$ cat src/rtl/multififo_drain_stage_if.sv
// Bundle between the multififo head, the drain stage and its downstream consumer.
// slave: the drain stage itself. master: the side that drives the multififo head
// and the downstream controls (the testbench or the surrounding pipeline).
interface multififo_drain_stage_if #(
  parameter int PORT_NUM = 4,
  parameter int WIDTH    = 32
);
  localparam int CW = $clog2(PORT_NUM) + 1;

  // multififo head side
  logic [WIDTH-1:0]    fifo_data_out [0:PORT_NUM-1];
  logic [PORT_NUM-1:0] fifo_data_out_valid;
  logic [PORT_NUM-1:0] fifo_data_pop_valid;
  logic                fifo_pop;

  // issue control and downstream side
  logic [CW-1:0]       issue_limit;
  logic                downstream_stall;
  logic                flush;
  logic [WIDTH-1:0]    out_data [0:PORT_NUM-1];
  logic [PORT_NUM-1:0] out_valid;

  modport slave (
    input  fifo_data_out, fifo_data_out_valid, issue_limit, downstream_stall, flush,
    output fifo_data_pop_valid, fifo_pop, out_data, out_valid
  );

  modport master (
    output fifo_data_out, fifo_data_out_valid, issue_limit, downstream_stall, flush,
    input  fifo_data_pop_valid, fifo_pop, out_data, out_valid
  );
endinterface

$ cat src/rtl/multififo_drain_stage.sv
// Drains a contiguous prefix of multififo lanes (up to issue_limit) into a registered output stage.
// Latency: one cycle from pop to out_*; full throughput of PORT_NUM lanes per cycle when not stalled.
// Backpressure: downstream_stall holds a non-empty register and suppresses pops; flush clears it.
// Optional: define DRAIN_STAGE_PERF_COUNTER_EN to add issued_count / stall_count ports.
module multififo_drain_stage #(
  parameter int PORT_NUM = 4,
  parameter int WIDTH    = 32
) (
  input  logic                  clk,
  input  logic                  rst,
  multififo_drain_stage_if.slave bus
`ifdef DRAIN_STAGE_PERF_COUNTER_EN
  ,
  output logic [31:0]           issued_count,
  output logic [31:0]           stall_count
`endif
);

  localparam int CW = $clog2(PORT_NUM) + 1;

  logic [CW-1:0]       prefix_cnt;
  logic [CW-1:0]       limit_clamped;
  logic [CW-1:0]       take_cnt;
  logic [PORT_NUM-1:0] take_mask;
  logic                load_en;
  logic                pop_en;
  logic                prefix_run;

  logic [WIDTH-1:0]    out_data_q [0:PORT_NUM-1];
  logic [PORT_NUM-1:0] out_valid_q;

  // Count leading valid lanes from lane 0; a hole ends the run so later valids are ignored.
  always_comb begin
    prefix_cnt = '0;
    prefix_run = 1'b1;
    for (int i = 0; i < PORT_NUM; i++) begin
      if (prefix_run && bus.fifo_data_out_valid[i]) begin
        prefix_cnt = prefix_cnt + CW'(1);
      end else begin
        prefix_run = 1'b0;
      end
    end
  end

  // Take count is the prefix length capped by issue_limit, itself capped at PORT_NUM.
  always_comb begin
    limit_clamped = (bus.issue_limit > CW'(PORT_NUM)) ? CW'(PORT_NUM) : bus.issue_limit;
    take_cnt      = (prefix_cnt < limit_clamped) ? prefix_cnt : limit_clamped;
    take_mask     = '0;
    for (int i = 0; i < PORT_NUM; i++) begin
      take_mask[i] = (i < int'(take_cnt));
    end
  end

  // The register accepts new data when it is empty or is being consumed this edge.
  assign load_en = (out_valid_q == '0) || !bus.downstream_stall;

  // Pops are suppressed while flushing and while reset holds the register empty.
  assign pop_en = load_en && !bus.flush && !rst;

  assign bus.fifo_data_pop_valid = pop_en ? take_mask : '0;
  assign bus.fifo_pop            = pop_en && (take_cnt != '0);

  assign bus.out_valid = out_valid_q;
  assign bus.out_data  = out_data_q;

  // Output register: flush beats load; a stalled non-empty register holds its contents.
  always_ff @(posedge clk or posedge rst) begin
    if (rst) begin
      out_valid_q <= '0;
      for (int i = 0; i < PORT_NUM; i++) begin
        out_data_q[i] <= '0;
      end
    end else if (bus.flush) begin
      out_valid_q <= '0;
      for (int i = 0; i < PORT_NUM; i++) begin
        out_data_q[i] <= '0;
      end
    end else if (load_en) begin
      out_valid_q <= take_mask;
      for (int i = 0; i < PORT_NUM; i++) begin
        out_data_q[i] <= take_mask[i] ? bus.fifo_data_out[i] : '0;
      end
    end
  end

`ifdef DRAIN_STAGE_PERF_COUNTER_EN
  function automatic logic [31:0] popcount(input logic [PORT_NUM-1:0] v);
    logic [31:0] c;
    c = '0;
    for (int i = 0; i < PORT_NUM; i++) begin
      c = c + 32'(v[i]);
    end
    return c;
  endfunction

  // Lanes issued at each consumption edge and edges spent stalled with data; cleared only by rst.
  always_ff @(posedge clk or posedge rst) begin
    if (rst) begin
      issued_count <= '0;
      stall_count  <= '0;
    end else if (out_valid_q != '0) begin
      if (bus.downstream_stall) begin
        stall_count <= stall_count + 32'd1;
      end else begin
        issued_count <= issued_count + popcount(out_valid_q);
      end
    end
  end
`endif

endmodule

$ cat src/flat_wrapper.sv
// flat-port wrapper written by rule: the top's interface ports become plain ports
module multififo_drain_stage_flat 
#(
  parameter int PORT_NUM = 4,
  parameter int WIDTH    = 32
)
  (clk, rst, bus_fifo_data_out, bus_fifo_data_out_valid, bus_issue_limit, bus_downstream_stall, bus_flush, bus_fifo_data_pop_valid, bus_fifo_pop, bus_out_data, bus_out_valid);
  multififo_drain_stage_if #(.PORT_NUM(PORT_NUM), .WIDTH(WIDTH)) bus_i ();
  input  logic clk;
  input  logic rst;
  input wire logic [$bits(bus_i.fifo_data_out)-1:0] bus_fifo_data_out;
  input wire logic [$bits(bus_i.fifo_data_out_valid)-1:0] bus_fifo_data_out_valid;
  input wire logic [$bits(bus_i.issue_limit)-1:0] bus_issue_limit;
  input wire logic [$bits(bus_i.downstream_stall)-1:0] bus_downstream_stall;
  input wire logic [$bits(bus_i.flush)-1:0] bus_flush;
  output wire logic [$bits(bus_i.fifo_data_pop_valid)-1:0] bus_fifo_data_pop_valid;
  output wire logic [$bits(bus_i.fifo_pop)-1:0] bus_fifo_pop;
  output wire logic [$bits(bus_i.out_data)-1:0] bus_out_data;
  output wire logic [$bits(bus_i.out_valid)-1:0] bus_out_valid;
  assign bus_i.fifo_data_out = {>>{bus_fifo_data_out}};
  assign bus_i.fifo_data_out_valid = bus_fifo_data_out_valid;
  assign bus_i.issue_limit = bus_issue_limit;
  assign bus_i.downstream_stall = bus_downstream_stall;
  assign bus_i.flush = bus_flush;
  assign bus_fifo_data_pop_valid = bus_i.fifo_data_pop_valid;
  assign bus_fifo_pop = bus_i.fifo_pop;
  assign bus_out_data = {>>{bus_i.out_data}};
  assign bus_out_valid = bus_i.out_valid;
  multififo_drain_stage #(.PORT_NUM(PORT_NUM), .WIDTH(WIDTH)) u_core (.clk(clk), .rst(rst), .bus(bus_i));
endmodule
$ cat config.mk
export PLATFORM = sky130hd
export DESIGN_NAME = multififo_drain_stage_flat
export DESIGN_NICKNAME = d
export VERILOG_FILES = /design/src/rtl/multififo_drain_stage_if.sv /design/src/rtl/multififo_drain_stage.sv /design/src/flat_wrapper.sv
export SDC_FILE = /design/constraint.sdc
export NUM_CORES = 1
export LEC_CHECK = 0
export ABC_AREA = 1
export CORE_UTILIZATION = 43
export DETAILED_ROUTE_END_ITERATION = 10
export PLACE_DENSITY = 0.86
export SLEW_MARGIN = 0
export SYNTH_ARGS = -nofsm -noshare
export SYNTH_HDL_FRONTEND = slang
export SYNTH_SLANG_ARGS = --single-unit
$ cat constraint.sdc
create_clock -name clk -period 16.65 [get_ports clk]
set_clock_uncertainty 0.1 [all_clocks]
set_input_delay 3.33 -clock clk [delete_from_list [all_inputs] [get_ports clk]]
set_output_delay 3.33 -clock clk [all_outputs]
set_load 0.005 [all_outputs]
==> flow_summary.yaml, run 1 <==
synth:
  avgSynthCellArea_um2: 9.60
  syn_nets: 692
  ys_types: 22
  ys_seq_area_share_pct: 62.7
  synth-seq-cells: 132
  yosys_warnings: 0
  syn_inst: 549
  synth_area_mm2: 0.00527
placed_design:
  dp_hpwl_um: 11600
  port_buffers: 275
  gp_congestion: 0.805
  dpl_worst_slack_ns: 6.15
critical_path:
  rrSetupSlack_ns: 13.86
  cp_max_fo: 36
  worstPathRequired_ns: 13.22
  rr_endpoint: "u_core.bus.out_valid[0]"
  r2r_start: "u_core.bus.out_valid[0]"
  timing.critical_path.to: "bus_fifo_data_pop_valid[1]"
  rr_worst_depth: 7
  cp_data_arrival_time_ns: 7.13
  crit_path_start_kind: "primary input"
  crit_start: "bus_fifo_data_out_valid[1]"
  end_kind: "primary output"
  path_class: "in -> out"
routing:
  drt_wl_total_um: 16200
  first_pass_iters: 5
  vias_per_cell: 5.08
  wl_met1_um: 6150
  route.met3.wl_um: 1420
  drc_errors: 0
  highest_layer: "met4"
  wl_met2_um: 8070
  ant_nets: 0
  drtIter0Drc: 312
  wire_per_inst_um: 16.7
  dr_total_vias: 4928
grt:
  grt_pass1_wl_um: 25200
  gr-total-overflow: 0
  antenna_found_initial: 0
  grt_pass1_vias: 5117
  grt_max_degree: 91
  track_usage_pct: 25.9
cts:
  post_cts_buffers: 0
  htree_levels: 4
  clkLatencyLatePin_ns: 0.41
  cts_root_buf: "clkbuf_16"
  cts_tree: "yes"
  cts_made_buffers: 17
  cts.repair.resized: 0
  clock_path_buffers: 2
  clock-sinks: 132
  cts_hold_buf: 0
  clk_pin_slew_ns: 0.05
flow_run:
  maxCapViolCount: 0
sta:
  final.period_utilization_pct: 63.4
  hold_violations: 0
  fmax_mhz: 94.7
  maxSlewHeadroom_pct: 39.5
  finalSetupViolCount: 0
  setup_tns_ns: 0
  worst_pin_slew_ns: 0.905
  period_minus_slack_ns: 10.56
  fin_ws_ns: 6.09
  final-max-slew-violation-count: 0
  rsz0062_at_grt: "no"
layout:
  drive_gt1_share_pct: 5.10
  fillCellCount: 843
  ff_latch_area_mm2: 0.00330
  multi_input_area_mm2: 0.00172
  area_growth_pct: 62.8
  nets: 956
  diodes: 0
die:
  ios: 276
  core_mm2: 0.0120
  initial_utilization_pct: 44.0
  die_w_um: 113
  num_rows: 40
  fp.dieArea_mm2: 0.0127
  dieHeight_um: 113
worst_hold_path:
  min_path_type: "reg -> reg"
power_and_ir_drop:
  powerDensity_mw_per_mm2: 93.5
  vdd_ir_drop_max_uv: 59.2
  power.leakage_nw: 4.17
run_status:
  status: "complete, no violations"
cells in the mapped netlist:
master      n  area [µm²]
nand3_2     1        10.0
nand2_2     4        25.0
inv_1      17        63.8
buf_2       5        25.0
and3_1      1        6.26
a32o_1     32         320
o211ai_1    2        15.0
nand3_1    35         175
buf_1       3        11.3
nand2_4     1        11.3
nor2_1      5        18.8
nand2_1   270        1010
o21ai_0     3        15.0
a21oi_2     1        8.76
inv_2       1        3.75
dfrtp_1   132        3300
nand4_1     1        6.26
a21oi_1     3        15.0
nand3_4     1        17.5
clkbuf_1   20        75.1
buf_6       7        78.8
ha_1        4        50.1
metrics by stage:
stage                     cell area (µm²)  util (%)  hold WS [ns]  instances  total power (W)
after floorplan                      5270         -         0.372        549         0.000401
after global placement               8070      67.4         0.361        941         0.000478
after detailed placement             8070      67.4         0.364        941         0.000482
after CTS                            8580      71.7         0.379        971         0.000808
after global routing                 8580      71.7         0.397        971         0.000834
final                                8580      71.7         0.378        971         0.000802
cells in the final DEF, fill, tap and decap left out:
cell type          n
a21oi_2            1
ha_1               4
a32o_1            32
nand2_2            4
inv_2              1
inv_1             16
inv_6              1
clkbuf_1           4
dfrtp_1          132
clkinv_2           6
and3_1             1
o211ai_1           2
clkbuf_8           3
buf_4              5
nor2_1             4
nand3_2            1
nand3_4            1
a21oi_1            3
clkdlybuf4s50_1  275
nand2_1          270
nor2_4             1
nand4_1            1
nand2_4            1
o21ai_0            3
clkbuf_16         17
nand3_1           35
power breakdown:
part | switching (W) | internal [W] | leakage (nW) | total [W]
sequential | 0.0000105 | 0.000338 | 1.81 | 0.000349
clock | 0.000126 | 0.000199 | 0.259 | 0.000325
combinational | 0.0000601 | 0.0000684 | 2.09 | 0.000128
worst min path at each step:
stage / start / endpoint / slack [ns] / cells after the start
after global routing: u_core.bus.out_data[91] / u_core.bus.out_data[91] / 0.40 / 2
final: u_core.bus.out_data[41] / u_core.bus.out_data[41] / 0.38 / 2
after detailed placement: u_core.bus.out_data[90] / u_core.bus.out_data[90] / 0.36 / 2
after floorplan: u_core.bus.out_data[100] / u_core.bus.out_data[100] / 0.37 / 2
after global placement: u_core.bus.out_data[125] / u_core.bus.out_data[125] / 0.36 / 2
after CTS: u_core.bus.out_data[90] / u_core.bus.out_data[90] / 0.38 / 2
routing by layer:
layer  vias up  GRT usage, %
met1      2334          29.2
met3        43          8.62
met5         -             0
met4         0          13.3
li1       2295             -
met2       256          44.0
sequential cells by signal, indices dropped and copies added (netlist names):
register and count:
u_core.bus.out_data 128, u_core.bus.out_valid 4
worst max-delay path: stages:
cell and delay (ns):
clkdlybuf4s50_1 0.50, inv_1 0.05, nand2_1 0.05, nand2_1 0.09, ha_1 0.27, o21ai_0 0.28
inv_1 0.10, ha_1 0.30, inv_1 0.04, nor2_1 0.15, nand2_2 0.10, nand3_1 0.12
nand3_4 0.14, nand2_2 0.53, buf_4 0.43, nand2_1 0.08, inv_1 0.07, clkdlybuf4s50_1 0.49
cell type report:
class | instances | share of cell area (%)
repair buffers | 280 | 32.5
flip-flops and latches | 132 | 38.5
clock buffers | 24 | 5.62
well taps | 147 | 2.14
inverters | 18 | 0.846
multi-input cells | 364 | 20.0
clock inverters | 6 | 0.350
cell families (layout without fill, tap and decap cells):
group | Yosys count | in the layout | synth area share [%]
buf+inv | 53 | 328 | 4.89
flops | 132 | 132 | 62.7
compound gates | 41 | 41 | 7.10
fa+ha+maj | 4 | 4 | 0.950
simple gates | 319 | 319 | 24.4
Note: power is estimated with default switching activity, not from simulation.
==> run 2, diff against run 1 <==
--- a/config.mk
+++ b/config.mk
@@ -6,9 +6,9 @@
 export NUM_CORES = 1
 export LEC_CHECK = 0
 export ABC_AREA = 1
-export CORE_UTILIZATION = 43
+export CORE_UTILIZATION = 40
 export DETAILED_ROUTE_END_ITERATION = 10
-export PLACE_DENSITY = 0.86
+export PLACE_DENSITY = 0.81
 export SLEW_MARGIN = 0
 export SYNTH_ARGS = -nofsm -noshare
 export SYNTH_HDL_FRONTEND = slang
==> constraint.sdc (replaced) <==
create_clock -name clk -period 10.2 [get_ports clk]
set_clock_uncertainty 0.1 [all_clocks]
set_input_delay 2.04 -clock clk [delete_from_list [all_inputs] [get_ports clk]]
set_output_delay 2.04 -clock clk [all_outputs]
set_load 0.005 [all_outputs]
==> run 2 against run 1 <==
Against the previous run:
- sequential power grew 63%
- global-route usage decreased by 2.8 points
- largest cell class unchanged
- combinational power is 64% higher
- wire length decreased by 3.0%
- power rose by 63%
- setup slack got worse by 3.8 ns
- critical path depth fell by 7
- die area grew 7.4%
- sequential share of layout area shrank 0.11 points
- largest power group unchanged
- first-iteration DRC count down 20%
- flip-flop and latch count stayed put
==> flow_summary.yaml, run 2 (synthesized netlist as in run 1, its figures left out) <==
routing:
  drt_wl_total_um: 15700
  vias_per_cell: 4.85
  wire_per_inst_um: 15.8
  first_pass_iters: 5
  ant_nets: 0
  drtIter0Drc: 250
  dr_total_vias: 4827
  drc_errors: 0
sta:
  finalSetupViolCount: 0
  maxSlewHeadroom_pct: 14.8
  final.period_utilization_pct: 78.1
  setup_tns_ns: 0
  fmax_mhz: 126
  final-max-slew-violation-count: 0
  rsz0062_at_grt: "no"
  hold_violations: 0
  period_minus_slack_ns: 7.96
  worst_pin_slew_ns: 1.28
  fin_ws_ns: 2.24
critical_path:
  crit_path_start_kind: "primary input"
  end_kind: "primary output"
  worstPathRequired_ns: 8.06
  rrSetupSlack_ns: 7.36
  cp_max_fo: 38
  path_class: "in -> out"
  cp_data_arrival_time_ns: 5.82
cts:
  clkLatencyLatePin_ns: 0.40
  post_cts_buffers: 0
  cts_root_buf: "clkbuf_16"
  clock-sinks: 132
  cts_hold_buf: 0
  clock_path_buffers: 2
  clk_pin_slew_ns: 0.05
  cts_tree: "yes"
  cts.repair.resized: 0
  cts_made_buffers: 17
  htree_levels: 4
layout:
  drive_gt1_share_pct: 5.22
  area_growth_pct: 63.2
  layout_commonest_cell: "clkdlybuf4s50_1"
  largest_reg_flops: 128
  diodes: 0
  most-common-layout-cells: "clkdlybuf4s50_1 (275), nand2_1 (270), dfrtp_1 (132), nand3_1 (35), a32o_1 (32)"
  nets: 955
die:
  num_rows: 41
  core_mm2: 0.0127
  die_w_um: 117
  fp.dieArea_mm2: 0.0136
  initial_utilization_pct: 41.4
  dieHeight_um: 117
  ios: 276
flow_run:
  maxCapViolCount: 0
grt:
  antenna_found_initial: 0
  grt_pass1_wl_um: 23900
  track_usage_pct: 23.1
  grt_pass1_vias: 4824
  gr-total-overflow: 0
  grt_max_degree: 91
placed_design:
  dp_hpwl_um: 11200
  gp_congestion: 0.761
  port_buffers: 275
  dpl_worst_slack_ns: 2.25
worst_hold_path:
  min_path_type: "reg -> reg"
run_status:
  status: "complete, no violations"
power_and_ir_drop:
  power.leakage_nw: 4.15
  vdd_ir_drop_max_uv: 81.3
  powerDensity_mw_per_mm2: 152
  total_power_w: 0.00131
[run 2: cell count changes in the layout (fill, tap and decap cells not counted), sizes merged]
cell,previous run,this run
clkinv,6,7
buf,5,4
clkinvlp,0,3
clkbuf,24,21
[run 2: through the flow]
step | util [%] | instances | instance area, µm² | hold WS [ns]
global route | 67.6 | 996 | 8600 | 0.396
global placement | 63.6 | 965 | 8090 | 0.362
CTS | 67.6 | 996 | 8600 | 0.379
finish | 67.6 | 996 | 8600 | 0.376
detailed placement | 63.6 | 965 | 8090 | 0.364
floorplan | - | 549 | 5270 | 0.372
[run 2: routing by layer]
layer	global-route usage [%]	routed length, µm	vias up
li1	-	-	2300
met1	27.5	6370	2292
met2	40.1	7830	209
met3	6.13	1220	26
met4	8.95	327	0
met5	0	0	-
[run 2: area by class of cell]
| class | instances | area [µm²] |
|---|---|---|
| flip-flops and latches | 132 | 3300 |
| multi-input cells | 364 | 1720 |
| clock inverters | 10 | 61.3 |
| repair buffers | 279 | 2780 |
| clock buffers | 21 | 450 |
| well taps | 172 | 215 |
| inverters | 18 | 72.6 |
| fillers | 963 | 4120 |
[run 2: path summary, 6_finish.rpt]
path	startpoint	to	cells after the start
setup / recovery	bus_fifo_data_out_valid[0]	bus_fifo_data_pop_valid[2]	11
setup reg to reg	u_core.bus.out_valid[2]	u_core.bus.out_data[124]	7
hold / removal	u_core.bus.out_data[85]	u_core.bus.out_data[85]	2
max in group asynchronous	rst	u_core.bus.out_data[1]	3
min in group asynchronous	rst	u_core.bus.out_valid[0]	2
hold reg to reg	u_core.bus.out_data[85]	u_core.bus.out_data[85]	2
[run 2: critical path: stages]
cell and delay [ns]:
clkdlybuf4s50_1 0.51, nand3_1 0.09, nand2_1 0.11, ha_1 0.15
inv_1 0.04, nor2_1 0.17, ha_1 0.98, nand2_1 0.31
nand2_2 0.63, and3_1 0.27, clkdlybuf4s50_1 0.50
[run 2: where the power goes]
part / leakage [nW] / internal, W / switching, W
Sequential: 1.81 / 0.000552 / 0.0000156
Clock: 0.248 / 0.000313 / 0.000215
Combinational: 2.09 / 0.000112 / 0.0000978
Total: 4.15 / 0.000976 / 0.000329
